[config.mk]
export PLATFORM = sky130hd
export DESIGN_NAME = data_mem_arbiter_flat
export DESIGN_NICKNAME = d
export VERILOG_FILES = /design/src/rtl/data_mem_arbiter_pkg.sv /design/src/rtl/data_mem_arbiter_if.sv /design/src/rtl/data_mem_arbiter.sv /design/src/flat_wrapper.sv
export SDC_FILE = /design/constraint.sdc
export NUM_CORES = 1
export LEC_CHECK = 0
export CORE_MARGIN = 2
export CORE_UTILIZATION = 24
export CTS_CLUSTER_DIAMETER = 80
export CTS_CLUSTER_SIZE = 25
export DETAILED_ROUTE_END_ITERATION = 8
export PLACE_DENSITY = 0.74
export SETUP_SLACK_MARGIN = 0.02
export SLEW_MARGIN = 20
export SYNTH_ARGS = -nofsm -noshare
export SYNTH_HDL_FRONTEND = slang
export SYNTH_SLANG_ARGS = --single-unit
export TNS_END_PERCENT = 1
[constraint.sdc]
create_clock -name clk -period 1.5 [get_ports clk]
set_clock_uncertainty 0.2 [all_clocks]
set_input_delay 0.225 -clock clk [delete_from_list [all_inputs] [get_ports clk]]
set_output_delay 0.225 -clock clk [all_outputs]
set_load 0.05 [all_outputs]
[src/rtl/data_mem_arbiter_pkg.sv]
// ============================================================================
// Module      : data_mem_arbiter_pkg
// Description : Shared types and constants for the data-memory arbiter.
//               These are the FSM state encoding, the bus widths and the
//               saturating wait-counter increment.
// Revision    : 1.0 - initial release
// ============================================================================
`default_nettype none

package data_mem_arbiter_pkg;

  localparam int DM_ADDR_W = 4;
  localparam int DM_DATA_W = 4;
  localparam int DM_CNT_W  = 4;

  typedef enum logic [1:0] {
    IDLE = 2'd0,
    WAIT = 2'd1,
    RESP = 2'd2
  } dm_arb_state_t;

  // Host wait counter stops at all-ones instead of wrapping.
  function automatic logic [DM_CNT_W-1:0] sat_inc(input logic [DM_CNT_W-1:0] v);
    return (v == '1) ? v : v + DM_CNT_W'(1);
  endfunction

endpackage

`default_nettype wire

[src/rtl/data_mem_arbiter_if.sv]
// ============================================================================
// Module      : data_mem_arbiter_if
// Description : Bundles the core, host and data_memory signals of the arbiter.
//               slave  : arbiter side (drives core_rdata/stall, host_*
//                        responses and mem_addr/data/wren).
//               master : environment side (core, host and memory q).
// Revision    : 1.0 - initial release
// ============================================================================
`default_nettype none

interface data_mem_arbiter_if;
  import data_mem_arbiter_pkg::*;

  // core side
  logic                 core_req;
  logic [DM_ADDR_W-1:0] core_addr;
  logic [DM_DATA_W-1:0] core_wdata;
  logic                 core_wren;
  logic [DM_DATA_W-1:0] core_rdata;
  logic                 core_stall;
  // host / debug side
  logic                 host_req;
  logic                 host_we;
  logic [DM_ADDR_W-1:0] host_addr;
  logic [DM_DATA_W-1:0] host_wdata;
  logic                 host_gnt;
  logic                 host_rvalid;
  logic [DM_DATA_W-1:0] host_rdata;
  // data_memory side
  logic [DM_ADDR_W-1:0] mem_addr;
  logic [DM_DATA_W-1:0] mem_data;
  logic                 mem_wren;
  logic [DM_DATA_W-1:0] mem_q;

  modport slave (
    input  core_req, core_addr, core_wdata, core_wren,
    input  host_req, host_we, host_addr, host_wdata,
    input  mem_q,
    output core_rdata, core_stall,
    output host_gnt, host_rvalid, host_rdata,
    output mem_addr, mem_data, mem_wren
  );

  modport master (
    output core_req, core_addr, core_wdata, core_wren,
    output host_req, host_we, host_addr, host_wdata,
    output mem_q,
    input  core_rdata, core_stall,
    input  host_gnt, host_rvalid, host_rdata,
    input  mem_addr, mem_data, mem_wren
  );

endinterface

`default_nettype wire

[src/rtl/data_mem_arbiter.sv]
// ============================================================================
// Module      : data_mem_arbiter
// Description : Shares the 16x4 data memory between the micro core and a
//               host/debug port. The core has priority. The host is granted
//               in cycles where the core does not touch memory.
//               Ports : clk, reset (async, active-high),
//                       bus (data_mem_arbiter_if.slave: core, host, memory).
//               Param : MAX_WAIT (1..15). This is the number of host wait
//                       cycles before the starvation guard stalls the core.
//               Macro : DM_ARB_STARVE_GUARD_EN. When it is defined, the core
//                       is stalled for one cycle after MAX_WAIT blocked host
//                       cycles. When it is undefined, core priority is strict
//                       and core_stall is tied to 0.
// Revision    : 1.0 - initial release
// ============================================================================
`default_nettype none

module data_mem_arbiter
  import data_mem_arbiter_pkg::*;
#(
  parameter int MAX_WAIT = 4
) (
  input  logic                clk,
  input  logic                reset,
  data_mem_arbiter_if.slave   bus
);

  localparam logic [DM_CNT_W-1:0] c_GUARD_CNT = DM_CNT_W'(MAX_WAIT - 1);

  dm_arb_state_t        r_state;
  dm_arb_state_t        w_state_nxt;
  logic [DM_CNT_W-1:0]  r_wait_cnt;
  logic [DM_CNT_W-1:0]  w_wait_cnt_nxt;
  logic [DM_DATA_W-1:0] r_host_rdata;
  logic                 w_host_gnt;
  logic                 w_core_stall;
  logic                 w_guard_en;
  logic                 w_guard_hit;

`ifdef DM_ARB_STARVE_GUARD_EN
  assign w_guard_en = 1'b1;
`else
  assign w_guard_en = 1'b0;
`endif

  assign w_guard_hit = w_guard_en && (r_wait_cnt == c_GUARD_CNT);

  // --------------------------------------------------------------------------
  // State register
  // --------------------------------------------------------------------------
  always_ff @(posedge clk or posedge reset) begin
    if (reset) begin
      r_state      <= IDLE;
      r_wait_cnt   <= '0;
      r_host_rdata <= '0;
    end else begin
      r_state    <= w_state_nxt;
      r_wait_cnt <= w_wait_cnt_nxt;
      // mem_q holds the host address's data by the edge that ends the grant cycle
      if (w_host_gnt && !bus.host_we) begin
        r_host_rdata <= bus.mem_q;
      end
    end
  end

  // --------------------------------------------------------------------------
  // Next state, grant and stall
  // --------------------------------------------------------------------------
  always_comb begin
    w_state_nxt    = r_state;
    w_wait_cnt_nxt = r_wait_cnt;
    w_host_gnt     = 1'b0;
    w_core_stall   = 1'b0;

    case (r_state)
      // RESP accepts a new request just like IDLE, so grants can run back-to-back.
      IDLE, RESP: begin
        w_state_nxt    = IDLE;
        w_wait_cnt_nxt = '0;
        if (bus.host_req) begin
          if (!bus.core_req) begin
            w_host_gnt  = 1'b1;
            w_state_nxt = bus.host_we ? IDLE : RESP;
          end else begin
            w_state_nxt = WAIT;
          end
        end
      end

      WAIT: begin
        if (!bus.host_req) begin
          w_state_nxt    = IDLE;
          w_wait_cnt_nxt = '0;
        end else if (!bus.core_req || w_guard_hit) begin
          // The core is either idle or stalled this cycle, so it never sees the host access.
          w_core_stall   = bus.core_req;
          w_host_gnt     = 1'b1;
          w_state_nxt    = bus.host_we ? IDLE : RESP;
          w_wait_cnt_nxt = '0;
        end else begin
          w_wait_cnt_nxt = sat_inc(r_wait_cnt);
        end
      end

      default: begin
        w_state_nxt    = IDLE;
        w_wait_cnt_nxt = '0;
      end
    endcase
  end

  // --------------------------------------------------------------------------
  // Memory mux and outputs
  // --------------------------------------------------------------------------
  assign bus.mem_addr    = w_host_gnt ? bus.host_addr  : bus.core_addr;
  assign bus.mem_data    = w_host_gnt ? bus.host_wdata : bus.core_wdata;
  assign bus.mem_wren    = w_host_gnt ? bus.host_we    : bus.core_wren;

  assign bus.core_rdata  = bus.mem_q;
  assign bus.core_stall  = w_core_stall;
  assign bus.host_gnt    = w_host_gnt;
  assign bus.host_rvalid = (r_state == RESP);
  assign bus.host_rdata  = r_host_rdata;

endmodule

`default_nettype wire
[src/flat_wrapper.sv]
// flat-port wrapper written by rule: the top's interface ports become plain ports
module data_mem_arbiter_flat import data_mem_arbiter_pkg::*;
#(
  parameter int MAX_WAIT = 4
)
  (clk, reset, bus_core_req, bus_core_addr, bus_core_wdata, bus_core_wren, bus_host_req, bus_host_we, bus_host_addr, bus_host_wdata, bus_mem_q, bus_core_rdata, bus_core_stall, bus_host_gnt, bus_host_rvalid, bus_host_rdata, bus_mem_addr, bus_mem_data, bus_mem_wren);
  data_mem_arbiter_if bus_i ();
  input  logic clk;
  input  logic reset;
  input wire logic [$bits(bus_i.core_req)-1:0] bus_core_req;
  input wire logic [$bits(bus_i.core_addr)-1:0] bus_core_addr;
  input wire logic [$bits(bus_i.core_wdata)-1:0] bus_core_wdata;
  input wire logic [$bits(bus_i.core_wren)-1:0] bus_core_wren;
  input wire logic [$bits(bus_i.host_req)-1:0] bus_host_req;
  input wire logic [$bits(bus_i.host_we)-1:0] bus_host_we;
  input wire logic [$bits(bus_i.host_addr)-1:0] bus_host_addr;
  input wire logic [$bits(bus_i.host_wdata)-1:0] bus_host_wdata;
  input wire logic [$bits(bus_i.mem_q)-1:0] bus_mem_q;
  output wire logic [$bits(bus_i.core_rdata)-1:0] bus_core_rdata;
  output wire logic [$bits(bus_i.core_stall)-1:0] bus_core_stall;
  output wire logic [$bits(bus_i.host_gnt)-1:0] bus_host_gnt;
  output wire logic [$bits(bus_i.host_rvalid)-1:0] bus_host_rvalid;
  output wire logic [$bits(bus_i.host_rdata)-1:0] bus_host_rdata;
  output wire logic [$bits(bus_i.mem_addr)-1:0] bus_mem_addr;
  output wire logic [$bits(bus_i.mem_data)-1:0] bus_mem_data;
  output wire logic [$bits(bus_i.mem_wren)-1:0] bus_mem_wren;
  assign bus_i.core_req = bus_core_req;
  assign bus_i.core_addr = bus_core_addr;
  assign bus_i.core_wdata = bus_core_wdata;
  assign bus_i.core_wren = bus_core_wren;
  assign bus_i.host_req = bus_host_req;
  assign bus_i.host_we = bus_host_we;
  assign bus_i.host_addr = bus_host_addr;
  assign bus_i.host_wdata = bus_host_wdata;
  assign bus_i.mem_q = bus_mem_q;
  assign bus_core_rdata = bus_i.core_rdata;
  assign bus_core_stall = bus_i.core_stall;
  assign bus_host_gnt = bus_i.host_gnt;
  assign bus_host_rvalid = bus_i.host_rvalid;
  assign bus_host_rdata = bus_i.host_rdata;
  assign bus_mem_addr = bus_i.mem_addr;
  assign bus_mem_data = bus_i.mem_data;
  assign bus_mem_wren = bus_i.mem_wren;
  data_mem_arbiter #(.MAX_WAIT(MAX_WAIT)) u_core (.clk(clk), .reset(reset), .bus(bus_i));
endmodule
Word level (Yosys, flattened, before mapping)
Cells that the tools add are included.
{ "word_totals": {"register_bits": 6, "inputBits": 26, "out_inout_bits": 20, "elab_cells": 22} }
{ "op_classes": {"reduce_logical": 5, "n_eq_ne": 3, "muxes": 12} }
{ "ops": {"columns": ["operator", "n"], "rows": [
  ["$mux 2", 5],
  ["$mux 4", 2],
  ["$mux 1", 4],
  ["$pmux 2 s2", 1],
  ["$ne 3x3->1 const B", 1],
  ["$reduce_or 3->1", 1],
  ["$eq 2x1->1 const B", 1],
  ["$eq 2x2->1 const B", 1],
  ["$logic_not 2->1", 1],
  ["$reduce_or 2->1", 1],
  ["$logic_and 1x1->1", 1],
  ["$logic_not 1->1", 1]
]} }

Logic depth before layout (Yosys ltp)
Gate-level depths: netlist of the first run.
{ "depth": {"depth_word": 4, "depth_mapped": 3, "depth_no_buf": 3} }

Least setup slack after synthesis of the first run
Ideal clock, no wire load.
{ "synth_path": {"kind": "reg2out", "startpoint": "register u_core.r_state[0]", "endpoint": "output port bus_mem_addr[0]", "setup_slack_ns": -0.296, "path_stages_with_launch": 4, "required_ns": 1.075, "arrival_time_ns": 1.371, "n_path_buf": 0, "path_cell_list": "dfrtp_1 -> a21bo_4 -> nor2_8 -> mux2_2"} }
{ "synth_via": {"elab_chain_len": 4, "elab_cells_between_ends": 6, "classes_between": "eq/ne (2); mux (2); reduce/logical (2)"} }
{ "synth_lines": {"columns": ["item", "line_no", "text"], "rows": [
  ["start, declared", "data_mem_arbiter.sv:30", "dm_arb_state_t r_state;"],
  ["start signal, assigned", "data_mem_arbiter.sv:57", "r_state <= w_state_nxt;"],
  ["$eq 2x2->1, or another cell as far along", "data_mem_arbiter.sv:75", "case (r_state)"],
  ["$reduce_or 3->1 (no line) (*)", null, null],
  ["$mux 1 (*)", null, null],
  ["named net bus_host_gnt", "flat_wrapper.sv:21", "output wire logic [$bits(bus_i.host_gnt)-1:0] bus_host_gnt;"],
  ["$mux 4 (*)", "data_mem_arbiter.sv:115", "assign bus.mem_addr = w_host_gnt ? bus.host_addr : bus.core_addr;"],
  ["end, declared", "flat_wrapper.sv:24", "output wire logic [$bits(bus_i.mem_addr)-1:0] bus_mem_addr;"]
]} }
The timed path passes the listed nets; every way through them passes the cells marked *.

Final worst setup path of the first run
{ "layout_path": {"startpoint": "register u_core.r_state[0]", "endpoint": "output port bus_mem_addr[2]"} }
{ "layout_via": {"elab_chain_len": 4, "elab_cells_between_ends": 6, "classes_between": "eq/ne (2); mux (2); reduce/logical (2)"} }
{ "layout_lines": {"columns": ["item", "line_no"], "rows": [
  ["$eq 2x2->1, or another cell as far along", "data_mem_arbiter.sv:75"],
  ["$reduce_or 3->1 (no line) (*)", null],
  ["$mux 1 (*)", null],
  ["$mux 4 (*)", "data_mem_arbiter.sv:115"]
]} }
Every way passes the cells marked *; elsewhere a longest branch is shown, timed or not.

==> results.md, run 1 <==
Clocking:
- The clock insertion delay at the later pin of the skew report is 240 ps.
- The number of H-tree levels is 1.
- Clock-pin slew was measured on the worst setup and hold paths at 40 ps.
- The cell chosen for the clock root is sky130_fd_sc_hd__clkbuf_4.
- Counting along the longest clock path gives a buffer depth of 2.
- The total clock sinks is 6.
- TritonCTS built the clock tree.
- The number of buffers added by the clock tree synthesis step is 3.

Finish:
- The final cell count without fillers is 95.
- The number of antenna diodes in the final layout is 0.
- The number of nets in the layout is 107.
- The library cell used most frequently in the layout, excluding fill and tap cells, is sky130_fd_sc_hd__clkdlybuf4s50_1.
- Of the cells placed in the final design, the portion with a size suffix greater than 1 is 0.544.
- The utilization of the core after routing is 0.671.
- The number of fill cells in the layout is 119.
- The library cells used most frequently in the layout, excluding fill and tap cells, are sky130_fd_sc_hd__clkdlybuf4s50_1 (23), sky130_fd_sc_hd__buf_12 (10), sky130_fd_sc_hd__mux2_4 (9).
- The area growth from synthesis to layout is 155%.

Place:
- The placed instance count is 89.
- At the end of routability-driven placement, the weighted congestion stood at 0.614.
- Port buffering added 44 buffers.
- Before CTS, the worst setup slack after placement is -636 ps.

Timing:
- The final critical-path required period is 1970 ps.
- Of the available clock period, the critical path in the final layout requires 1.31.
- Adding up every negative setup slack in the final design gives -5000 ps.
- The number of hold violations in the final report is 0.
- Setup repair after global routing could not meet its margin everywhere.
- The final-report setup violation count is 14.
- On the final layout, the worst hold slack is 370 ps.
- The worst setup margin is -470 ps.
- The number of max-slew violations in the final report was 0.
- The highest attainable clock frequency is 508 MHz.

Synthesis:
- Each instance of the synthesized netlist takes up on average 12.8 um^2.
- In the synthesized netlist, the number of instances is 32.
- The number of flip-flops and latches in the synthesized netlist is 6.
- The number of distinct library cell variants in the gate-level netlist after synthesis is 10.
- The Yosys step of the flow raised 0 warnings.
- The net count after synthesis is 58.
- The mapped cell area is 410 um^2.
- The share of synthesized area occupied by flip-flops and latches is 0.366.

Drt:
- The final routed wirelength across all metal layers is 1310 um.
- Dividing the detail-routed wire length by the instance count gives 13.8 um.
- The count of nets left with antenna violations after detail routing is 0.
- The via count is 417.
- The DRC violation total after the first TritonRoute iteration is 7.
- After detailed routing, the number of vias per cell comes to 4.39.
- After detailed routing, the number of remaining DRC violations is 0.
- Before antenna repair, the detailed router went through 2 iterations.

Setup path:
- STA classifies the critical path startpoint as a flip-flop.
- At the worst endpoint, the required time is 1070 ps.
- Of all nets on the critical path, the largest fanout is 5.
- STA classifies the critical path endpoint as a primary output.
- At the worst endpoint, the arrival time is 1540 ps.
- The setup path with the least slack is of type flip-flop to primary output.

Power and ir drop:
- In this run the power density over the cells is 834 mW/mm^2.
- The leakage power summed over all cells is 0.485 nW.
- The peak ir drop on the vdd network is 0.000914 V.

Outcome:
- The checks that failed: setup timing.
- The run finished, with violations left.

Global route:
- The leftover overflow at the end of global routing is 0.
- The first global-routing pass estimated 1970 um of wire.
- In the global route stage, overall resource usage came out at 0.139.
- The via count of the first global-routing pass was 472.
- The number of antenna violations at the first check in global routing is 0.
- Entering global routing, the biggest net connects 7 pins.

Die:
- In this run the standard cell core region covers 0.00156 mm^2.
- The number of top-level pins is 46.
- The width of the die is 45.4 um.
- The die extent in y is 45.4 um.
- In this run the core area contains 14 standard-cell rows.
- The die covers 0.00206 mm^2.
- The initial utilization of the core area, before any placement, comes to 0.263.

Run:
- The tool flagged a number of max-cap violations equal to 0.

Hold path:
- The min-delay analysis places its worst path in the category flip-flop to flip-flop.
[path summary, 6_finish.rpt]
| check | depth (start not counted) | end | slack [ps] | from |
|---|---|---|---|---|
| min in group asynchronous | 3 | u_core.bus.host_rdata[1] | 560 | reset |
| max | 4 | bus_mem_addr[2] | -470 | u_core.r_state[0] |
| min | 1 | u_core.bus.host_rdata[3] | 370 | u_core.bus.host_rdata[3] |
| min reg2reg | 1 | u_core.bus.host_rdata[3] | 370 | u_core.bus.host_rdata[3] |
| max reg2reg | 4 | u_core.bus.host_rdata[3] | -190 | u_core.r_state[0] |
| max in group asynchronous | 3 | u_core.r_state[0] | 340 | reset |
[stage by stage]
step	area [um^2]	power, mW
3_5_place_dp	960	0.708
6_report	1050	0.872
3_3_place_gp	960	0.703
5_1_grt	1050	0.916
2_1_floorplan	444	0.469
4_1_cts	1050	0.882
[critical path, cell delays in order (launching register included)]
cell	delay (ps)
sky130_fd_sc_hd__dfrtp_1	380
sky130_fd_sc_hd__a21bo_4	260
sky130_fd_sc_hd__nor2_4	180
sky130_fd_sc_hd__mux2_4	330
sky130_fd_sc_hd__buf_6	150
[Yosys cell counts]
cell type / n / area (um^2)
sky130_fd_sc_hd__dfrtp_1: 6 / 150
sky130_fd_sc_hd__conb_1: 1 / 3.75
sky130_fd_sc_hd__inv_1: 2 / 7.51
sky130_fd_sc_hd__nor2_8: 1 / 20.0
sky130_fd_sc_hd__and2b_2: 1 / 8.76
sky130_fd_sc_hd__nor3_4: 1 / 16.3
sky130_fd_sc_hd__nor2_1: 1 / 3.75
sky130_fd_sc_hd__mux2_2: 13 / 146
sky130_fd_sc_hd__a21bo_4: 1 / 16.3
sky130_fd_sc_hd__buf_4: 5 / 37.5
[sequential cells by signal (all words and copies together) (netlist names)]
register / flops
u_core.bus.host_rdata: 4
u_core.r_state: 2
[final cells by class]
class / count / area [um^2] / share of cell area
repair buffers: 48 / 586 / 0.560
flip-flops and latches: 6 / 150 / 0.144
inverters: 2 / 7.51 / 0.00718
multi-input cells: 20 / 260 / 0.249
well taps: 16 / 20.0 / 0.0191
clock buffers: 3 / 22.5 / 0.0215
[layer usage]
metal / routed length [um] / part of all wire / GRT usage
met1: 370 / 0.28 / 0.115
met2: 850 / 0.65 / 0.271
met3: 70 / 0.054 / 0.0840
met4: 16 / 0.012 / 0.0353
met5: 0 / 0 / 0
[cells by family after synthesis]
group,Yosys count,synth area share
muxes,13,0.357
buffers and inverters,7,0.110
DFF,6,0.366
and+or+nand+nor,4,0.119
AOI/OAI and AO/OA,1,0.0396
other,1,0.00914
[power breakdown]
group          switching, mW  internal, mW  total, mW
Sequential            0.0234         0.186      0.210
Combinational          0.252         0.264      0.516
Clock                 0.0557        0.0903      0.146
[what timing repair did]
item | 4_1_cts | 5_1_grt
setup buffers | 1 | 0
hold buffers | 1 | 0
gates resized for setup | 12 | 0
gates cloned | 1 | 0
pin swaps | 2 | 1
endpoints found under the hold margin | 2 | 0
endpoints found under the setup margin | 14 | 14
No activity file was read; power rests on OpenSTA's default activity.
==> inputs of run 2 (changes only) <==
--- a/config.mk
+++ b/config.mk
@@ -5,11 +5,11 @@
 export SDC_FILE = /design/constraint.sdc
 export NUM_CORES = 1
 export LEC_CHECK = 0
-export CORE_MARGIN = 2
 export CORE_UTILIZATION = 24
 export CTS_CLUSTER_DIAMETER = 80
 export CTS_CLUSTER_SIZE = 25
 export DETAILED_ROUTE_END_ITERATION = 8
+export GPL_ROUTABILITY_DRIVEN = 0
 export PLACE_DENSITY = 0.74
 export SETUP_SLACK_MARGIN = 0.02
 export SLEW_MARGIN = 20
==> results.md, run 2 (same netlist as run 1, synthesis figures left out) <==
Timing:
- Setup violations remaining at the end of the flow were counted as 14.
- The part of the cycle the worst path needs is 1.33.
- The highest attainable clock frequency is 503 MHz.
- After routing, the total negative slack on setup checks comes to -5250 ps.
- The worst setup margin is -489 ps.
- Setup repair after global routing could not meet its margin everywhere.
- The number of hold violations in the final report is 0.
- The final critical-path required period is 1990 ps.
- The number of max-slew violations in the final report is 0.

Power and ir drop:
- Summed over all cells, the static leakage comes to 0.486 nW.
- The total power is 869 uW.
- In this run the power density over the cells is 833 mW/mm^2.
- The peak ir drop on the vdd network is 0.000897 V.

Die:
- The total number of placement rows is 14.
- The standard cell core area is 0.00156 mm^2.
- The starting density of the core is 0.263.
- The die covers 0.00188 mm^2.
- The width of the die is 43.4 um.
- In this run the vertical extent of the chip is 43.4 um.
- 46 I/O pins were placed.

Setup path:
- The kind of end point of the critical path is a primary output.
- Walking the worst path, the cells encountered are a21bo_4 > nor2_4 > mux2_4 > buf_8.
- The critical path's slowest cell is sky130_fd_sc_hd__dfrtp_1.
- The worst setup path is launched from a flip-flop.
- For the worst setup path, the data required time is 1070 ps.
- The maximum single-stage delay on the critical path is 390 ps.
- The largest driver fanout on the critical path is 5.
- The critical path class is flip-flop to primary output.
- Data arrives at the worst endpoint at 1560 ps.

Clocking:
- Buffers inserted to repair hold after CTS numbered 0.
- The clock input transition at the sequential cells of the worst setup and hold paths is 40 ps.
- The number of buffers added by the clock tree synthesis step is 3.
- The clock reaches the later pin of the worst-skew pair after 230 ps.
- The worst-case clock buffer depth is 2.
- The cell chosen for the clock root is sky130_fd_sc_hd__clkbuf_4.
- CTS saw 6 sinks.
- In this run the number of H-tree levels came out at 1.
- The clock tree from TritonCTS is done.

Finish:
- The utilization of the core after routing is 0.669.
- The library cells used most frequently in the layout, excluding fill and tap cells, are sky130_fd_sc_hd__clkdlybuf4s50_1 (23), sky130_fd_sc_hd__buf_12 (10), sky130_fd_sc_hd__mux2_4 (9).
- The register with the most flip-flops in the layout has 4 of them.
- The layout cell share with drive strength beyond 1 is 0.557.
- After the last flow step, the layout net total stands at 107.
- The total non-filler cell area in the finished layout is 0.00104 mm^2.
- The number of antenna diodes in the final layout is 0.
- From synthesis to final layout, the design area changed by 154%.
- Leaving out fill and tap cells, the most frequent cell in the layout is sky130_fd_sc_hd__clkdlybuf4s50_1.

Global route:
- The number of antenna violations at the first check in global routing is 0.
- The via count of the first global-routing pass is 423.
- The leftover overflow at the end of global routing is 0.
- The pin count of the biggest net entering global routing is 7.
- The first global-routing pass estimated 1990 um of wire.
- The overall global routing resource usage is 0.153.

Outcome:
- The run finished, with violations left.
- The final reports fail on DRC, setup timing.

Drt:
- The final route contains 398 vias.
- The count of nets left with antenna violations after detail routing is 0.
- The DRC violation count after routing is 4.
- Dividing the detail-routed via count by the number of cells gives 4.19.
- After detailed routing, the average wire length per cell comes to 14.0 um.
- The DRC violation total after the first TritonRoute iteration is 5.
- The detailed-router iteration count before antenna repair is 6.
- The final routed wirelength across all metal layers is 1330 um.

Place:
- In this run the cell area measured after placement is 967 um^2.
- The count of port buffers added during placement is 44.
- After legalization and detailed placement, the total HPWL measured 1060 um.

Hold path:
- The class of the tightest hold or removal check is input pin to async pin.

Run:
- Max-cap violations in this run came to 0.
==> run 2: layer usage <==
| layer | track usage | wire length, um |
|---|---|---|
| met5 | 0 | 0 |
| met3 | 0.0625 | 40 |
| met2 | 0.300 | 830 |
| met1 | 0.144 | 451 |
| met4 | 0.0375 | 10 |
==> run 2: report_power, final <==
group / leakage, nW / switching, mW / total, mW / internal [mW]
logic: 0.398 / 0.257 / 0.520 / 0.264
clock network: 0.0138 / 0.0483 / 0.138 / 0.0898
registers: 0.0738 / 0.0238 / 0.210 / 0.186
total: 0.486 / 0.329 / 0.869 / 0.540
==> run 2: final cells by class <==
class                   count  area, um^2
flip-flops and latches      6         150
fillers                   122         515
clock buffers               3        22.5
multi-input cells          20         260
inverters                   2        7.51
repair buffers             48         583
well taps                  16        20.0
==> run 2: worst max-delay path, delay by kind of cell (launching register included) <==
kind | cells | cell delay, ps
muxes | 1 | 340
buffers and inverters | 1 | 150
and+or+nand+nor | 1 | 200
AOI/OAI and AO/OA | 1 | 260
DFF | 1 | 390
==> run 2: timing repair <==
item / in CTS / in global routing
cloned: 1 / 0
setup endpoints to repair: 14 / 14
buffers inserted: 1 / 0
pin swaps: 2 / 1
gates resized for setup: 12 / 0
==> run 2: final timing paths <==
path	from	endpoint	slack (ps)	depth (start not counted)
worst max-delay path	u_core.r_state[0]	bus_mem_data[2]	-490	4
worst min-delay path	reset	u_core.bus.host_rdata[2]	3	2
worst max register to register	u_core.r_state[0]	u_core.bus.host_rdata[0]	-220	4
worst min register to register	u_core.bus.host_rdata[1]	u_core.bus.host_rdata[1]	370	1
max in group asynchronous	reset	u_core.bus.host_rdata[3]	910	2
min in group clk	u_core.bus.host_rdata[1]	u_core.bus.host_rdata[1]	370	1
==> run 2: per-stage QoR <==
stage / std cells / setup slack, ps / hold WS [ps]
finish: 95 / -489 / 3.12
global route: 95 / -536 / 52.0
CTS: 95 / -504 / 3.04
detailed placement: 90 / -596 / 257
global placement: 90 / -600 / 257
floorplan: 32 / -283 / -184
